[src/rtl/pe_pkg.sv]
// rtl/pe_pkg.sv - shared constants and FSM state type for the PE operand feeder
package pe_pkg;
   localparam int INPUT_NUM  = 7;
   localparam int WEIGHT_NUM = 3;
   localparam int DW_IN      = 8;
   localparam int ADDR_W     = 12;
   localparam int ROW_W      = 4;
   localparam int STEP       = INPUT_NUM - WEIGHT_NUM + 1;
   localparam int CNT_W      = $clog2(INPUT_NUM + 2);

   typedef enum logic [2:0] {
      IDLE,
      LD_WHT,
      LD_FMAP,
      OUT,
      FIN
   } feeder_state_t;
endpackage

[src/rtl/pe_feeder_if.sv]
// rtl/pe_feeder_if.sv - operand bundle valid/ready channel from feeder to PE row
interface pe_feeder_if;
   import pe_pkg::*;

   logic [INPUT_NUM*DW_IN-1:0]  ifmap;
   logic [WEIGHT_NUM*DW_IN-1:0] iwht;
   logic                        o_valid;
   logic                        o_ready;
   logic [ROW_W-1:0]            o_row;
   logic [ADDR_W-1:0]           o_col;
   logic                        o_last;

   modport master (output ifmap, iwht, o_valid, o_row, o_col, o_last, input o_ready);
   modport slave  (input ifmap, iwht, o_valid, o_row, o_col, o_last, output o_ready);
endinterface

[src/rtl/pe_feeder.sv]
// rtl/pe_feeder.sv - reads weights and padded pixel windows from the buffers and
// presents them as one bundle per handshake to the PE row
module pe_feeder
   import pe_pkg::*;
(
   input  logic              clk,
   input  logic              rst_n,
   input  logic              start,
   input  logic [ADDR_W-1:0] fmap_base,
   input  logic [ADDR_W-1:0] wht_base,
   input  logic [ADDR_W-1:0] row_len,
   input  logic [ROW_W-1:0]  num_rows,
   output logic              busy,
   output logic              done,
   output logic              fm_rd_en,
   output logic [ADDR_W-1:0] fm_addr,
   input  logic [DW_IN-1:0]  fm_rdata,
   output logic              wt_rd_en,
   output logic [ADDR_W-1:0] wt_addr,
   input  logic [DW_IN-1:0]  wt_rdata,
   pe_feeder_if.master       pe
);
   feeder_state_t     state;
   logic [ADDR_W-1:0] len_q;
   logic [ROW_W-1:0]  rows_q;
   logic [ROW_W-1:0]  r;
   logic [ADDR_W-1:0] c;
   logic [CNT_W-1:0]  cnt;
   logic [CNT_W-1:0]  rd_idx;
   logic [CNT_W-1:0]  pend_idx;
   logic              fm_pend;
   logic              wt_pend;
   logic [ADDR_W-1:0] fm_row_base;
   logic [ADDR_W-1:0] wt_row_base;

   logic [ADDR_W:0]   pix;
   logic [ADDR_W:0]   c_step;
   logic [ROW_W:0]    r_next;

   assign pix    = {1'b0, c} + (ADDR_W+1)'(cnt);
   assign c_step = {1'b0, c} + (ADDR_W+1)'(STEP);
   assign r_next = {1'b0, r} + 1'b1;

   always_ff @(posedge clk or negedge rst_n) begin
      if (!rst_n) begin
         state       <= IDLE;
         busy        <= 1'b0;
         done        <= 1'b0;
         fm_rd_en    <= 1'b0;
         fm_addr     <= '0;
         wt_rd_en    <= 1'b0;
         wt_addr     <= '0;
         pe.ifmap    <= '0;
         pe.iwht     <= '0;
         pe.o_valid  <= 1'b0;
         pe.o_row    <= '0;
         pe.o_col    <= '0;
         pe.o_last   <= 1'b0;
         len_q       <= '0;
         rows_q      <= '0;
         r           <= '0;
         c           <= '0;
         cnt         <= '0;
         rd_idx      <= '0;
         pend_idx    <= '0;
         fm_pend     <= 1'b0;
         wt_pend     <= 1'b0;
         fm_row_base <= '0;
         wt_row_base <= '0;
      end else begin
         // Buffer data arrives one cycle after the strobe; capture it one edge later.
         fm_pend  <= fm_rd_en;
         wt_pend  <= wt_rd_en;
         pend_idx <= rd_idx;
         if (fm_pend)
            pe.ifmap[(INPUT_NUM-1-int'(pend_idx))*DW_IN +: DW_IN] <= fm_rdata;
         if (wt_pend)
            pe.iwht[(WEIGHT_NUM-1-int'(pend_idx))*DW_IN +: DW_IN] <= wt_rdata;

         case (state)
            IDLE: begin
               done <= 1'b0;
               busy <= 1'b0;
               if (start && !busy) begin
                  busy        <= 1'b1;
                  len_q       <= row_len;
                  rows_q      <= num_rows;
                  r           <= '0;
                  c           <= '0;
                  cnt         <= '0;
                  fm_row_base <= fmap_base;
                  wt_row_base <= wht_base;
                  state       <= (row_len == '0 || num_rows == '0) ? FIN : LD_WHT;
               end
            end
            LD_WHT: begin
               if (cnt < CNT_W'(WEIGHT_NUM)) begin
                  wt_rd_en <= 1'b1;
                  wt_addr  <= wt_row_base + ADDR_W'(cnt);
                  rd_idx   <= cnt;
                  cnt      <= cnt + 1'b1;
               end else begin
                  wt_rd_en <= 1'b0;
                  cnt      <= '0;
                  state    <= LD_FMAP;
               end
            end
            LD_FMAP: begin
               if (cnt < CNT_W'(INPUT_NUM)) begin
                  if (pix < {1'b0, len_q}) begin
                     fm_rd_en <= 1'b1;
                     fm_addr  <= fm_row_base + c + ADDR_W'(cnt);
                  end else begin
                     fm_rd_en <= 1'b0;
                     pe.ifmap[(INPUT_NUM-1-int'(cnt))*DW_IN +: DW_IN] <= '0;
                  end
                  rd_idx <= cnt;
                  cnt    <= cnt + 1'b1;
               end else begin
                  fm_rd_en <= 1'b0;
                  cnt      <= '0;
                  state    <= OUT;
               end
            end
            OUT: begin
               // First OUT cycle lets the final pixel capture land before valid rises.
               if (!pe.o_valid) begin
                  pe.o_valid <= 1'b1;
                  pe.o_row   <= r;
                  pe.o_col   <= c;
                  pe.o_last  <= (r == rows_q - 1'b1) && (c_step >= {1'b0, len_q});
               end else if (pe.o_ready) begin
                  pe.o_valid <= 1'b0;
                  if (c_step < {1'b0, len_q}) begin
                     c     <= c_step[ADDR_W-1:0];
                     state <= LD_FMAP;
                  end else begin
                     c           <= '0;
                     r           <= r_next[ROW_W-1:0];
                     fm_row_base <= fm_row_base + len_q;
                     wt_row_base <= wt_row_base + ADDR_W'(WEIGHT_NUM);
                     state       <= (r_next < {1'b0, rows_q}) ? LD_WHT : FIN;
                  end
               end
            end
            FIN: begin
               done  <= 1'b1;
               state <= IDLE;
            end
            default: state <= IDLE;
         endcase
      end
   end
endmodule

[src/flat_wrapper.sv]
// flat-port wrapper written by rule: the top's interface ports become plain ports
module pe_feeder_flat import pe_pkg::*;
  (clk, rst_n, start, fmap_base, wht_base, row_len, num_rows, busy, done, fm_rd_en, fm_addr, fm_rdata, wt_rd_en, wt_addr, wt_rdata, pe_ifmap, pe_iwht, pe_o_valid, pe_o_row, pe_o_col, pe_o_last, pe_o_ready);
  pe_feeder_if pe_i ();
  input  logic clk;
  input  logic rst_n;
  input  logic start;
  input  logic [ADDR_W-1:0] fmap_base;
  input  logic [ADDR_W-1:0] wht_base;
  input  logic [ADDR_W-1:0] row_len;
  input  logic [ROW_W-1:0] num_rows;
  output logic busy;
  output logic done;
  output logic fm_rd_en;
  output logic [ADDR_W-1:0] fm_addr;
  input  logic [DW_IN-1:0] fm_rdata;
  output logic wt_rd_en;
  output logic [ADDR_W-1:0] wt_addr;
  input  logic [DW_IN-1:0] wt_rdata;
  output wire logic [$bits(pe_i.ifmap)-1:0] pe_ifmap;
  output wire logic [$bits(pe_i.iwht)-1:0] pe_iwht;
  output wire logic [$bits(pe_i.o_valid)-1:0] pe_o_valid;
  output wire logic [$bits(pe_i.o_row)-1:0] pe_o_row;
  output wire logic [$bits(pe_i.o_col)-1:0] pe_o_col;
  output wire logic [$bits(pe_i.o_last)-1:0] pe_o_last;
  input wire logic [$bits(pe_i.o_ready)-1:0] pe_o_ready;
  assign pe_ifmap = pe_i.ifmap;
  assign pe_iwht = pe_i.iwht;
  assign pe_o_valid = pe_i.o_valid;
  assign pe_o_row = pe_i.o_row;
  assign pe_o_col = pe_i.o_col;
  assign pe_o_last = pe_i.o_last;
  assign pe_i.o_ready = pe_o_ready;
  pe_feeder u_core (.clk(clk), .rst_n(rst_n), .start(start), .fmap_base(fmap_base), .wht_base(wht_base), .row_len(row_len), .num_rows(num_rows), .busy(busy), .done(done), .fm_rd_en(fm_rd_en), .fm_addr(fm_addr), .fm_rdata(fm_rdata), .wt_rd_en(wt_rd_en), .wt_addr(wt_addr), .wt_rdata(wt_rdata), .pe(pe_i));
endmodule
[config.mk]
export PLATFORM = sky130hd
export DESIGN_NAME = pe_feeder_flat
export DESIGN_NICKNAME = d
export VERILOG_FILES = /design/src/rtl/pe_pkg.sv /design/src/rtl/pe_feeder_if.sv /design/src/rtl/pe_feeder.sv /design/src/flat_wrapper.sv
export SDC_FILE = /design/constraint.sdc
export NUM_CORES = 1
export LEC_CHECK = 0
export ABC_CLOCK_PERIOD_IN_PS = 5700
export CAP_MARGIN = 5
export CORE_ASPECT_RATIO = 1.2
export CORE_MARGIN = 3
export CORE_UTILIZATION = 54
export CTS_CLUSTER_SIZE = 20
export DETAILED_ROUTE_END_ITERATION = 10
export HOLD_SLACK_MARGIN = 0.06
export MAX_ROUTING_LAYER = met4
export PLACE_DENSITY_LB_ADDON = 0.05
export SLEW_MARGIN = 15
export SYNTH_ARGS = -nofsm -noshare
export SYNTH_HDL_FRONTEND = slang
export SYNTH_SLANG_ARGS = --single-unit
[constraint.sdc]
create_clock -name clk -period 5.7 [get_ports clk]
set_clock_uncertainty 0.15 [all_clocks]
set_input_delay 1.14 -clock clk [delete_from_list [all_inputs] [get_ports clk]]
set_output_delay 1.14 -clock clk [all_outputs]
set_load 0.05 [all_outputs]
==> results of run 1 <==
## cells in the mapped netlist (all sizes together) (4+ instances only)
master  number
a22o         5
buf          7
or3          5
a21o        17
xor2        20
inv         46
clkbuf      43
xnor2       39
a21oi       99
a221oi       4
ha          88
nor3        20
mux2i       61
fa           8
and3        14
nand4       11
o31ai        8
mux2        57
nand3       36
o21ai       71
o21a         5
nor2b       24
dfrtp      199
nor4        21
o22ai        5
o211ai       5
nor2        45
a31oi       13
and2        10
a211oi       5
or4          5
nor3b        7
nand2b      11
nand2       99
## sequential cells by signal (all words and copies together) (netlist names), 3 cells and up
register and cells:
u_core.pe.ifmap 56, u_core.pe.iwht 24, u_core.c 12, u_core.fm_addr 12, u_core.fm_row_base 12, u_core.len_q 12
u_core.pe.o_col 12, u_core.wt_addr 12, u_core.wt_row_base 12, u_core.cnt 4, u_core.pe.o_row 4, u_core.pend_idx 4
u_core.r 4, u_core.rd_idx 4, u_core.rows_q 4, u_core.state 3
## how the worst max path moves through the flow
stage	startpoint	endpoint	slack, ns	depth (start not counted)
4_1_cts	u_core.pend_idx[0]	u_core.pe.ifmap[42]	1.34	10
5_1_grt	u_core.cnt[2]	u_core.pe.ifmap[29]	1.07	15
6_report	u_core.pend_idx[0]	u_core.pe.ifmap[22]	1.36	10
3_5_place_dp	u_core.pend_idx[0]	u_core.pe.ifmap[42]	1.32	10
3_3_place_gp	u_core.pend_idx[0]	u_core.pe.ifmap[39]	1.49	10
2_1_floorplan	u_core.pend_idx[0]	u_core.pe.ifmap[48]	1.54	12
## cell families (layout without fill, tap and decap cells)
| logic type | after synthesis | after routing | share of synthesized area |
|---|---|---|---|
| and+or+nand+nor | 326 | 326 | 0.149 |
| AOI/OAI and AO/OA | 270 | 270 | 0.139 |
| DFF | 199 | 199 | 0.421 |
| muxes | 118 | 118 | 0.106 |
| adders and majority gates | 96 | 96 | 0.107 |
| buffers and inverters | 96 | 277 | 0.0311 |
| xor gates and xnor gates | 60 | 60 | 0.0468 |
| other | 0 | 1 | 0 |
## report_power, final
group	internal [W]	switching [W]
combinational	0.00161	0.00272
clock	0.000634	0.000605
sequential	0.00180	0.000392
total	0.00404	0.00372
## metrics by stage
stage                     setup slack (ns)  cell area (sq um)
after floorplan                       1.54              11800
after global placement                1.49              14000
after detailed placement              1.32              14000
after CTS                             1.34              14600
after global routing                  1.07              14600
final                                 1.36              14600
## cell type report
cell class / count / area [sq um]
antenna: 1 / 2.50
sequential: 199 / 4980
multi-input combinational: 870 / 6520
fill: 1722 / 6670
inverter: 46 / 173
timing repair buffer: 199 / 1970
tap: 270 / 338
clock inverter: 14 / 181
clock buffer: 18 / 429
## metal layers
layer / GRT usage / wire length, um / up-vias
met4: 0.0965 / 994 / 0
met1: 0.310 / 12300 / 4646
met5: - / 0 / -
li1: - / - / 4541
met3: 0.0418 / 1380 / 58
met2: 0.448 / 15300 / 257
==> impl_results.md, run 1 <==
- PortBufs: about 190
- WHS Path Cells: 0
- Async S/R FF share, synth: 1.00
- Vias in the first global route: about 9300
- Final worst path period share: 0.762
- Worst R2R Setup Slack: 1.36 ns
- Max Fanout on Critical Path: 13
- Worst skew pair latency: 0.44 ns
- DRC errors left: 0
- # setup viols final: 0
- Setup crit end kind: flop
- # H-tree levels: 4
- YS warnings: 0
- RR Endpoint: u_core.pe.ifmap[22]
- Top FF cell, synth: dfrtp_1
- WL final: about 30000 um
- Post-DP HPWL: approximately 22000 um
- Initial drt markers: 500
- Largest delay share family, worst path: simple AND/OR/NAND/NOR gates
- First-pass GRT wire length: ~48000 um
- Largest net degree at the start of global routing: a little over 100
- CP required: between 5 and 6 ns
- Mapped Cells: 1165
- Seq/Total Area, Yosys: 0.421
- FF+latch count, synth: 199
- Worst Tran Pin Value: 1.08 ns
- CTS buffer count: 17
- Fin util: 0.686
- Rows: between 50 and 60
- Critical path buffer and inverter count: 1
- Final hold vios: 0
- Post-layout power: approximately 0.0078 W
- Routed vias: around 9500
- Avg Inst Size Synth: slightly above 10 sq um
- Hold Path Sink: u_core.pend_idx[1]
- Worst rel slew slack: 0.277
- Max Freq: approximately 230 MHz
- Worst-case clock buffer depth: 2
- Post-Syn Area: 11800 sq um
- Core ar.: 21300 sq um
- Number of synthesized flops with an enable pin: 0
- CTS resizes: 0
- GPL Wtd Cong: about 0.92
- Kind of critical path: flop to flop
- RR Startpoint: u_core.pend_idx[0]
- Max-Cap Viols: 0
- Hold Crit Class: flop to flop
- Synth Net Count: about 1300
- First-pass iteration count of the detailed router: 5
- Fin crit period: ~4.3 ns
- Sinks on the clock net: 199
- Crit path launch type: flop
- Critical Path AT: ~4.5 ns
- Post-route ant nets: 0
- Crit path largest cell delay: 0.68 ns
- Dpl cells: approximately 1600
- VDD IR max: roughly 450 uV
- Hold_buf cts: 0
- Post-CTS setup buffers: 0
- Fin Hold WS: 0.227 ns
- Layout cells sized above 1: 0.0906
- Most frequent cells in the layout: dfrtp_1 (199), clkdlybuf4s50_1 (184), a21oi_1 (99), nand2_1 (99), ha_1 (88)
- Post-route insts no fill: roughly 1600
- CTS root buf: clkbuf_16
- CTS tree: done
- Die Wd: approximately 140 um
- Critical-path top delay cell: nor4_4
- Setup TNS: 0 ns
- GRT overflow: 0
- R2R cell count: 10
- Cell variety after synth: between 70 and 80
- Cell taking the most area after synthesis: dfrtp_1
- Pwr dens: 532 nW/um^2
- Synth top area cells: dfrtp_1 (42%), ha_1 (9.3%), mux2_2 (5.4%)
- Die span in y: between 150 and 200 um
- Most common cell after layout, fill and taps aside: dfrtp_1
- GRT Total Usage: 0.261
- Antenna violations before repair: 1
- Nets: ~1500
- Wirelength per Cell: 18.5 um
- Min-delay src: u_core.rd_idx[1]
- Area grow syn2layout: 23.3%
- Leakage: approximately 6.6 nW
- Max-slew violations: 0
- Starting Density: 0.556
- Most frequent CP cell: ha_1
- Crit-path cells: inv_1 > ha_1 > or4_1 > ha_1 > or4b_1 > nor4_2 > o21ai_2 > nor4_4 > mux2i_1 > a21oi_1
- RSZ-0062 raised after global routing: false
- Die area: 23700 sq um
- Reg clk slew, reported paths: about 0.08 ns
- Outcome: finished clean
- Top Ports: approximately 190
- Vias per std cell: approximately 5.9
- Yosys top cell area share: 0.421
Note: power is estimated with default switching activity, not from simulation.
==> inputs of run 2 (changes only) <==
--- a/config.mk
+++ b/config.mk
@@ -5,11 +5,11 @@
 export SDC_FILE = /design/constraint.sdc
 export NUM_CORES = 1
 export LEC_CHECK = 0
-export ABC_CLOCK_PERIOD_IN_PS = 5700
+export ABC_CLOCK_PERIOD_IN_PS = 3750
 export CAP_MARGIN = 5
 export CORE_ASPECT_RATIO = 1.2
 export CORE_MARGIN = 3
-export CORE_UTILIZATION = 54
+export CORE_UTILIZATION = 50
 export CTS_CLUSTER_SIZE = 20
 export DETAILED_ROUTE_END_ITERATION = 10
 export HOLD_SLACK_MARGIN = 0.06
==> constraint.sdc (replaced) <==
create_clock -name clk -period 3.75 [get_ports clk]
set_clock_uncertainty 0.15 [all_clocks]
set_input_delay 0.75 -clock clk [delete_from_list [all_inputs] [get_ports clk]]
set_output_delay 0.75 -clock clk [all_outputs]
set_load 0.05 [all_outputs]
==> run 2 against run 1 <==
Against the previous run:
- total power is 59% higher
- clock power grew 57%
- cell count up 6.2%
- hold slack got worse by 0.10 ns
- worst setup slack got worse by 1.2 ns
- sequential power grew 47%
==> impl_results.md, run 2 (synthesized netlist as in run 1, its figures left out) <==
- Most frequent cells in the layout: dfrtp_1 (195), clkdlybuf4s50_1 (184), nand2_1 (99)
- R2R cell count: 15 (+5)
- DRC errors left: 0 (unchanged)
- Pwr dens: 809 nW/um^2 (+52%)
- Antenna fix cells: 0 (-1)
- Sinks on the clock net: 199 (unchanged)
- CTS tree: done
- Sw Ratio: 0.473 (-0.00715)
- Max-slew violations: 0 (unchanged)
- RR Startpoint: u_core.cnt[1]
- Core ar.: 23200 sq um (+9.1%)
- Initial drt markers: 522 (+4.4%)
- Worst-case clock buffer depth: 2 (unchanged)
- Largest reg by FF count: u_core.pe.ifmap
- DP Area: 14500 sq um (+3.7%)
- # H-tree levels: 4 (unchanged)
- Routed vias: 9670 (+1.8%)
- VDD IR max: 508 uV (+13%)
- Die Wd: 146 um (+3.8%)
- Area grow syn2layout: 28.8%
- Post-route ant nets: 0 (unchanged)
- Worst R2R Setup Slack: 0.14 ns (-1.22 ns)
- Clk network pwr share: 0.158 (-0.002)
- Final hold vios: 0 (unchanged)
- Vias per std cell: 5.63 (-4.2%)
- Max-Cap Viols: 0 (unchanged)
- CTS root buf: clkbuf_16
- Vias in the first global route: 9703 (+4.1%)
- Crit path launch type: flop
- Reg power frac: 0.262 (-0.020)
- Die area: 25600 sq um (+7.7%)
- Layout cells sized above 1: 0.138 (+0.0477)
- # setup viols final: 0 (unchanged)
- Nets: 1545 (+3.8%)
- Max Fanout on Critical Path: 14 (+1)
- Crit-path cells: buf_4 > ha_1 > a21o_1 > a21o_1 > a21oi_4 > nor3b_1 > xor2_1 > ha_1 > nand4_1 > o31a_1 > buf_4 > o31ai_4 > buf_6 > buf_6 > a21oi_1
- First-pass GRT wire length: 50500 um (+4.1%)
- Most common cell after layout, fill and taps aside: dfrtp_1
- Largest register FFs: 56 (unchanged)
- GRT overflow: 0 (unchanged)
- Fillcell total: 1947 (+13%)
- RR Endpoint: u_core.pe.ifmap[28]
- Worst Tran Pin Value: 0.765 ns (-0.311 ns)
- Kind of critical path: flop to flop
- Largest delay share family, worst path: compound AO/OA/AOI/OAI gates
- Starting Density: 0.510 (-0.0465)
- Setup crit end kind: flop
- Psw: 0.00583 W (+57%)
- Fin Hold WS: 0.126 ns (-0.101 ns)
- Leakage: 6.87 nW (+4.7%)
- Critical path buffer and inverter count: 4 (+3)
- WL final: 31500 um (+5.4%)
- Hold Crit Class: primary input to asynchronous set/reset pin
- PortBufs: 185 (unchanged)
- Die span in y: 175 um (+3.8%)
- Fin crit period: 3.61 ns (-0.734 ns)
- Largest net degree at the start of global routing: 77 (-25%)
- Post-DP HPWL: 23500 um (+5.2%)
- First-pass iteration count of the detailed router: 5 (unchanged)
- Critical-path top delay cell: dfrtp_2
- Comb power frac: 0.580 (+0.022)
- Worst rel slew slack: 0.489 (+0.212)
- Top Registers: u_core.pe.ifmap (56), u_core.pe.iwht (24)
- Max Freq: 277 MHz (+20%)
- Reg clk slew, reported paths: 0.08 ns (about the same)
- Outcome: finished clean
- Int Power: 0.00650 W (+61%)
- GPL Wtd Cong: 0.909 (-0.84%)
- Critical Path AT: 3.79 ns (-0.69 ns)
- Design area: 15200 sq um (+4.4%)
- Antenna violations before repair: 0 (-1)
- Wirelength per Cell: 18.3 um (-0.78%)
- CTS buffer count: 17 (unchanged)
- GRT Total Usage: 0.252 (-0.00935)
- Rows: 61 (+5.2%)
- Top Ports: 186 (unchanged)
- Final worst path period share: 0.962 (+0.200)
- CP required: 3.93 ns (-1.91 ns)
- Crit path largest cell delay: 0.46 ns (-0.22 ns)
- Worst skew pair latency: 0.44 ns (about the same)
[run 2: cell types whose count changed in the layout (fill, tap and decap cells not counted), sizes merged]
cell,change
buf,+55
diode,-1
clkbuf,+1
clkinv,+1
inv,-1
[run 2: power by group through the flow]
stage	clock network (W)	logic [W]	registers (W)
after global placement	0	0.00695	0.00326
after floorplan	0	0.00337	0.00464
after CTS	0.00200	0.00714	0.00323
after detailed placement	0	0.00709	0.00327
after global routing	0.00208	0.00777	0.00331
final	0.00195	0.00715	0.00323
[run 2: metal layers]
metal	track usage	vias up	wire [um]
li1	-	4664	-
met1	0.296	4666	12500
met2	0.443	283	16500
met3	0.0368	57	1500
met4	0.0878	0	1000
met5	-	-	0
[run 2: final cells by class]
cell class | count | area [sq um] | area share
clock buffers | 18 | 439 | 0.0288
clock inverters | 14 | 204 | 0.0134
inverters | 46 | 173 | 0.0113
multi-input cells | 870 | 6590 | 0.432
flip-flops and latches | 199 | 4980 | 0.327
well taps | 315 | 394 | 0.0259
repair buffers | 255 | 2460 | 0.161
[run 2: worst max-delay path by stage]
stage,startpoint,endpoint,slack [ns],cells after the start
global route,u_core.pend_idx[0],u_core.pe.ifmap[17],-0.03,14
finish,u_core.cnt[1],u_core.pe.ifmap[28],0.14,15
floorplan,u_core.c[1],u_core.fm_row_base[5],0.03,13
global placement,u_core.cnt[1],u_core.pe.ifmap[50],-0.004,13
detailed placement,u_core.cnt[1],u_core.pe.ifmap[31],-0.06,14
CTS,u_core.pend_idx[0],u_core.pe.ifmap[6],0.05,10
[run 2: repair_timing]
action	4_1_cts	5_1_grt
setup buffers	0	2
endpoints found under the setup margin	66	71
resized for setup	2	14
pin swaps	0	1
hold buffers	0	0
gates cloned	0	2
[run 2: per-stage QoR]
step	power, W	setup WS, ns	util	TNS (ns)	instances
final	0.0123	0.141	0.657	0	1717
after global routing	0.0132	-0.0308	0.657	-0.370	1717
after CTS	0.0124	0.0454	0.652	0	1713
after detailed placement	0.0104	-0.0637	0.624	-2.99	1681
after global placement	0.0102	-0.00444	0.624	-0.0107	1681
after floorplan	0.00801	0.0343	-	0	1165
==> inputs of run 3 (changes only) <==
--- a/config.mk
+++ b/config.mk
@@ -5,6 +5,7 @@
 export SDC_FILE = /design/constraint.sdc
 export NUM_CORES = 1
 export LEC_CHECK = 0
+export ABC_AREA = 1
 export ABC_CLOCK_PERIOD_IN_PS = 3750
 export CAP_MARGIN = 5
 export CORE_ASPECT_RATIO = 1.2
==> run 3 against run 2 <==
Against the previous run:
- via count up 19%
- cell count increased by 31%
- critical path depth stayed put
- synthesized cell count increased by 47%
- wire length increased by 7.2%
- largest cell class unchanged
- largest power group unchanged
==> impl_results.md, run 3 <==
- Design area: 15700 sq um (+2.7%)
- Core ar.: 24900 sq um (+7.4%)
- CTS buffer count: 17 (unchanged)
- Crit path largest cell delay: 0.54 ns (+0.08 ns)
- Routed vias: 11500 (+19%)
- Die area: 27400 sq um (+7.4%)
- Mapped Cells: 1718 (+47%)
- Int Power: 0.00697 W (+7.1%)
- Critical Path AT: 3.77 ns (-0.02 ns)
- Vias per std cell: 5.11 (-9.2%)
- Die Wd: 152 um (+3.6%)
- Die span in y: 181 um (+3.6%)
- Clk network pwr share: 0.133 (-0.025)
- Outcome: finished clean
- Worst Tran Pin Value: 0.848 ns (+0.0825 ns)
- Hold Crit Class: primary input to asynchronous set/reset pin
- RSZ-0062 raised after global routing: true
- Layout cells sized above 1: 0.0536 (-0.0848)
- Antenna fix cells: 0 (unchanged)
- Max-slew violations: 0 (unchanged)
- Largest reg by FF count: u_core.pe.ifmap
- Final worst path period share: 0.942 (-0.0201)
- Worst skew pair latency: 0.45 ns (about the same)
- Area grow syn2layout: 22.8%
- Top Registers: u_core.pe.ifmap (56), u_core.pe.iwht (24)
- Largest net degree at the start of global routing: 80 (+3.9%)
- Number of synthesized flops with an enable pin: 0 (unchanged)
- Most frequent cells in the layout: nand2_1 (514), inv_1 (253), dfrtp_1 (199)
- DP Area: 15000 sq um (+3.5%)
- Max Freq: 283 MHz (+2.1%)
- Fin util: 0.628 (-0.0283)
- Yosys top cell area share: 0.391 (-0.0301)
- Fin crit period: 3.53 ns (-0.0754 ns)
- Max Fanout on Critical Path: 17 (+3)
- Sw Ratio: 0.520 (+0.0475)
- Post-route insts no fill: 2247 (+31%)
- Seq/Total Area, Yosys: 0.391 (-0.0301)
- Post-route ant nets: 0 (unchanged)
- Most frequent CP cell: nand2_1
- Reg clk slew, reported paths: 0.07 ns (about the same)
- Cell variety after synth: 43 (-42%)
- GPL Wtd Cong: 0.947 (+4.2%)
- Worst-case clock buffer depth: 2 (unchanged)
- Comb power frac: 0.619 (+0.039)
- Setup crit end kind: flop
- Psw: 0.00755 W (+30%)
- Worst rel slew slack: 0.434 (-0.0546)
- # H-tree levels: 4 (unchanged)
- Cell taking the most area after synthesis: dfrtp_1
- Post-Syn Area: 12700 sq um (+7.7%)
- Worst R2R Setup Slack: 0.22 ns (+0.08 ns)
- GRT Total Usage: 0.258 (+0.00577)
- Top post-synthesis cells by count: nand2_1 (514), inv_1 (253), dfrtp_1 (199)
- Starting Density: 0.512 (+0.00163)
- Top Ports: 186 (unchanged)
- Critical-path top delay cell: dfrtp_1
- RR Startpoint: u_core.pend_idx[0]
- Post-layout power: 0.0145 W (+18%)
- VDD IR max: 395 uV (-22%)
- CTS root buf: clkbuf_16
- Kind of critical path: flop to flop
- Vias in the first global route: 11000 (+14%)
- Leakage: 8.29 nW (+21%)
- Synth top area cells: dfrtp_1 (39%), nand2_1 (15%), ha_1 (8.6%)
- Max-Cap Viols: 0 (unchanged)
- Rows: 63 (+3.3%)
- Wirelength per Cell: 15.0 um (-18%)
- Top FF cell, synth: dfrtp_1
- # setup viols final: 0 (unchanged)
- CP required: 3.98 ns (+0.05 ns)
- Post-DP HPWL: 26000 um (+11%)
- PortBufs: 185 (unchanged)
- R2R cell count: 15 (unchanged)
- Antenna violations before repair: 0 (unchanged)
- Crit-path cells: inv_2 > ha_1 > nor2_4 > nand3_2 > ha_1 > and3_1 > nand3_1 > nand2_1 > nand3_2 > clkinv_1 > nand3_2 > nand2_1 > nand2_1 > nand2_1 > inv_1
- Most common cell after layout, fill and taps aside: nand2_1
- Initial drt markers: 682 (+31%)
- Avg Inst Size Synth: 7.42 sq um (-27%)
- Async S/R FF share, synth: 1.00 (unchanged)
- Dpl cells: 2210 (+31%)
- Setup TNS: 0 ns (unchanged)
- Reg power frac: 0.248 (-0.014)
- Synth Net Count: 1874 (+42%)
- YS warnings: 0 (unchanged)
- CTS tree: done
- FF+latch count, synth: 199 (unchanged)
- GRT overflow: 0 (unchanged)
- DRC errors left: 0 (unchanged)
- Sinks on the clock net: 199 (unchanged)
- Final hold vios: 0 (unchanged)
- Pwr dens: 927 nW/um^2 (+15%)
- Count leader, synth: nand2_1
- WL final: 33800 um (+7.2%)
- First-pass iteration count of the detailed router: 6 (+1)
- Hold_buf cts: 0 (unchanged)
- Largest register FFs: 56 (unchanged)
- Nets: 2066 (+34%)
- First-pass GRT wire length: 55100 um (+9.2%)
- RR Endpoint: u_core.pe.ifmap[36]
- Crit path launch type: flop
==> run 3: cell types whose count changed after synthesis, moves of 61 or more <==
cell,previous run,this run
nand3_1,36,115
nand2_1,99,514
a21oi_1,99,30
nor2_1,45,127
inv_1,46,253
mux2i_1,61,0
==> run 3: worst max-delay path by stage <==
stage	start	end	slack, ns	cells past startpoint
6_report	u_core.pend_idx[0]	u_core.pe.ifmap[36]	0.22	15
5_1_grt	u_core.cnt[0]	u_core.pe.ifmap[45]	-0.05	15
4_1_cts	u_core.pend_idx[0]	u_core.pe.ifmap[42]	0.21	15
3_5_place_dp	u_core.pend_idx[0]	u_core.pe.ifmap[42]	0.23	15
3_3_place_gp	u_core.pend_idx[0]	u_core.pe.ifmap[47]	0.33	15
2_1_floorplan	u_core.pend_idx[0]	u_core.pe.ifmap[40]	0.31	18
==> run 3: cell type report <==
| cell class | count | area, sq um |
|---|---|---|
| clock buffer | 20 | 457 |
| clock inverter | 11 | 148 |
| fill | 2315 | 9260 |
| inverter | 264 | 991 |
| multi-input combinational | 1214 | 6570 |
| sequential | 199 | 4980 |
| tap | 325 | 407 |
| timing repair buffer | 214 | 2100 |
==> run 3: stage by stage <==
stage	hold WS, ns	worst slack (ns)
after global routing	0.237	-0.0532
after detailed placement	0.216	0.228
after floorplan	0.204	0.307
after global placement	0.211	0.334
final	0.184	0.217
after CTS	0.211	0.212
==> run 3: timing repair <==
action / in CTS / in global routing
setup endpoints to repair: 0 / 40
gates resized for setup: 0 / 2
setup buffers: 0 / 5
==> run 3: kinds of logic after synthesis <==
group | synth area share
xor gates and xnor gates | 0.0383
DFF | 0.391
and+or+nand+nor | 0.310
adders and majority gates | 0.0990
AOI/OAI and AO/OA | 0.0674
buffers and inverters | 0.0949
==> run 3: layer usage <==
layer | track usage | share of wire
met1 | 0.315 | 0.42
met4 | 0.0841 | 0.028
met3 | 0.0379 | 0.046
met2 | 0.437 | 0.51
met5 | - | 0
==> run 3: worst max-delay path: cells and delay by family, from the launching register on <==
family                   cells  cell delay (ns)
flip-flops                   1             0.54
buffers and inverters        3             0.62
adder cells (fa/ha/maj)      2             0.73
AND/OR/NAND/NOR             10             1.43
==> run 3: power by group through the flow <==
stage	Combinational (W)	Sequential (W)	Clock (W)
floorplan	0.00473	0.00515	0
global placement	0.00876	0.00362	0
detailed placement	0.00887	0.00364	0
CTS	0.00892	0.00360	0.00197
global route	0.0100	0.00370	0.00204
finish	0.00899	0.00360	0.00193
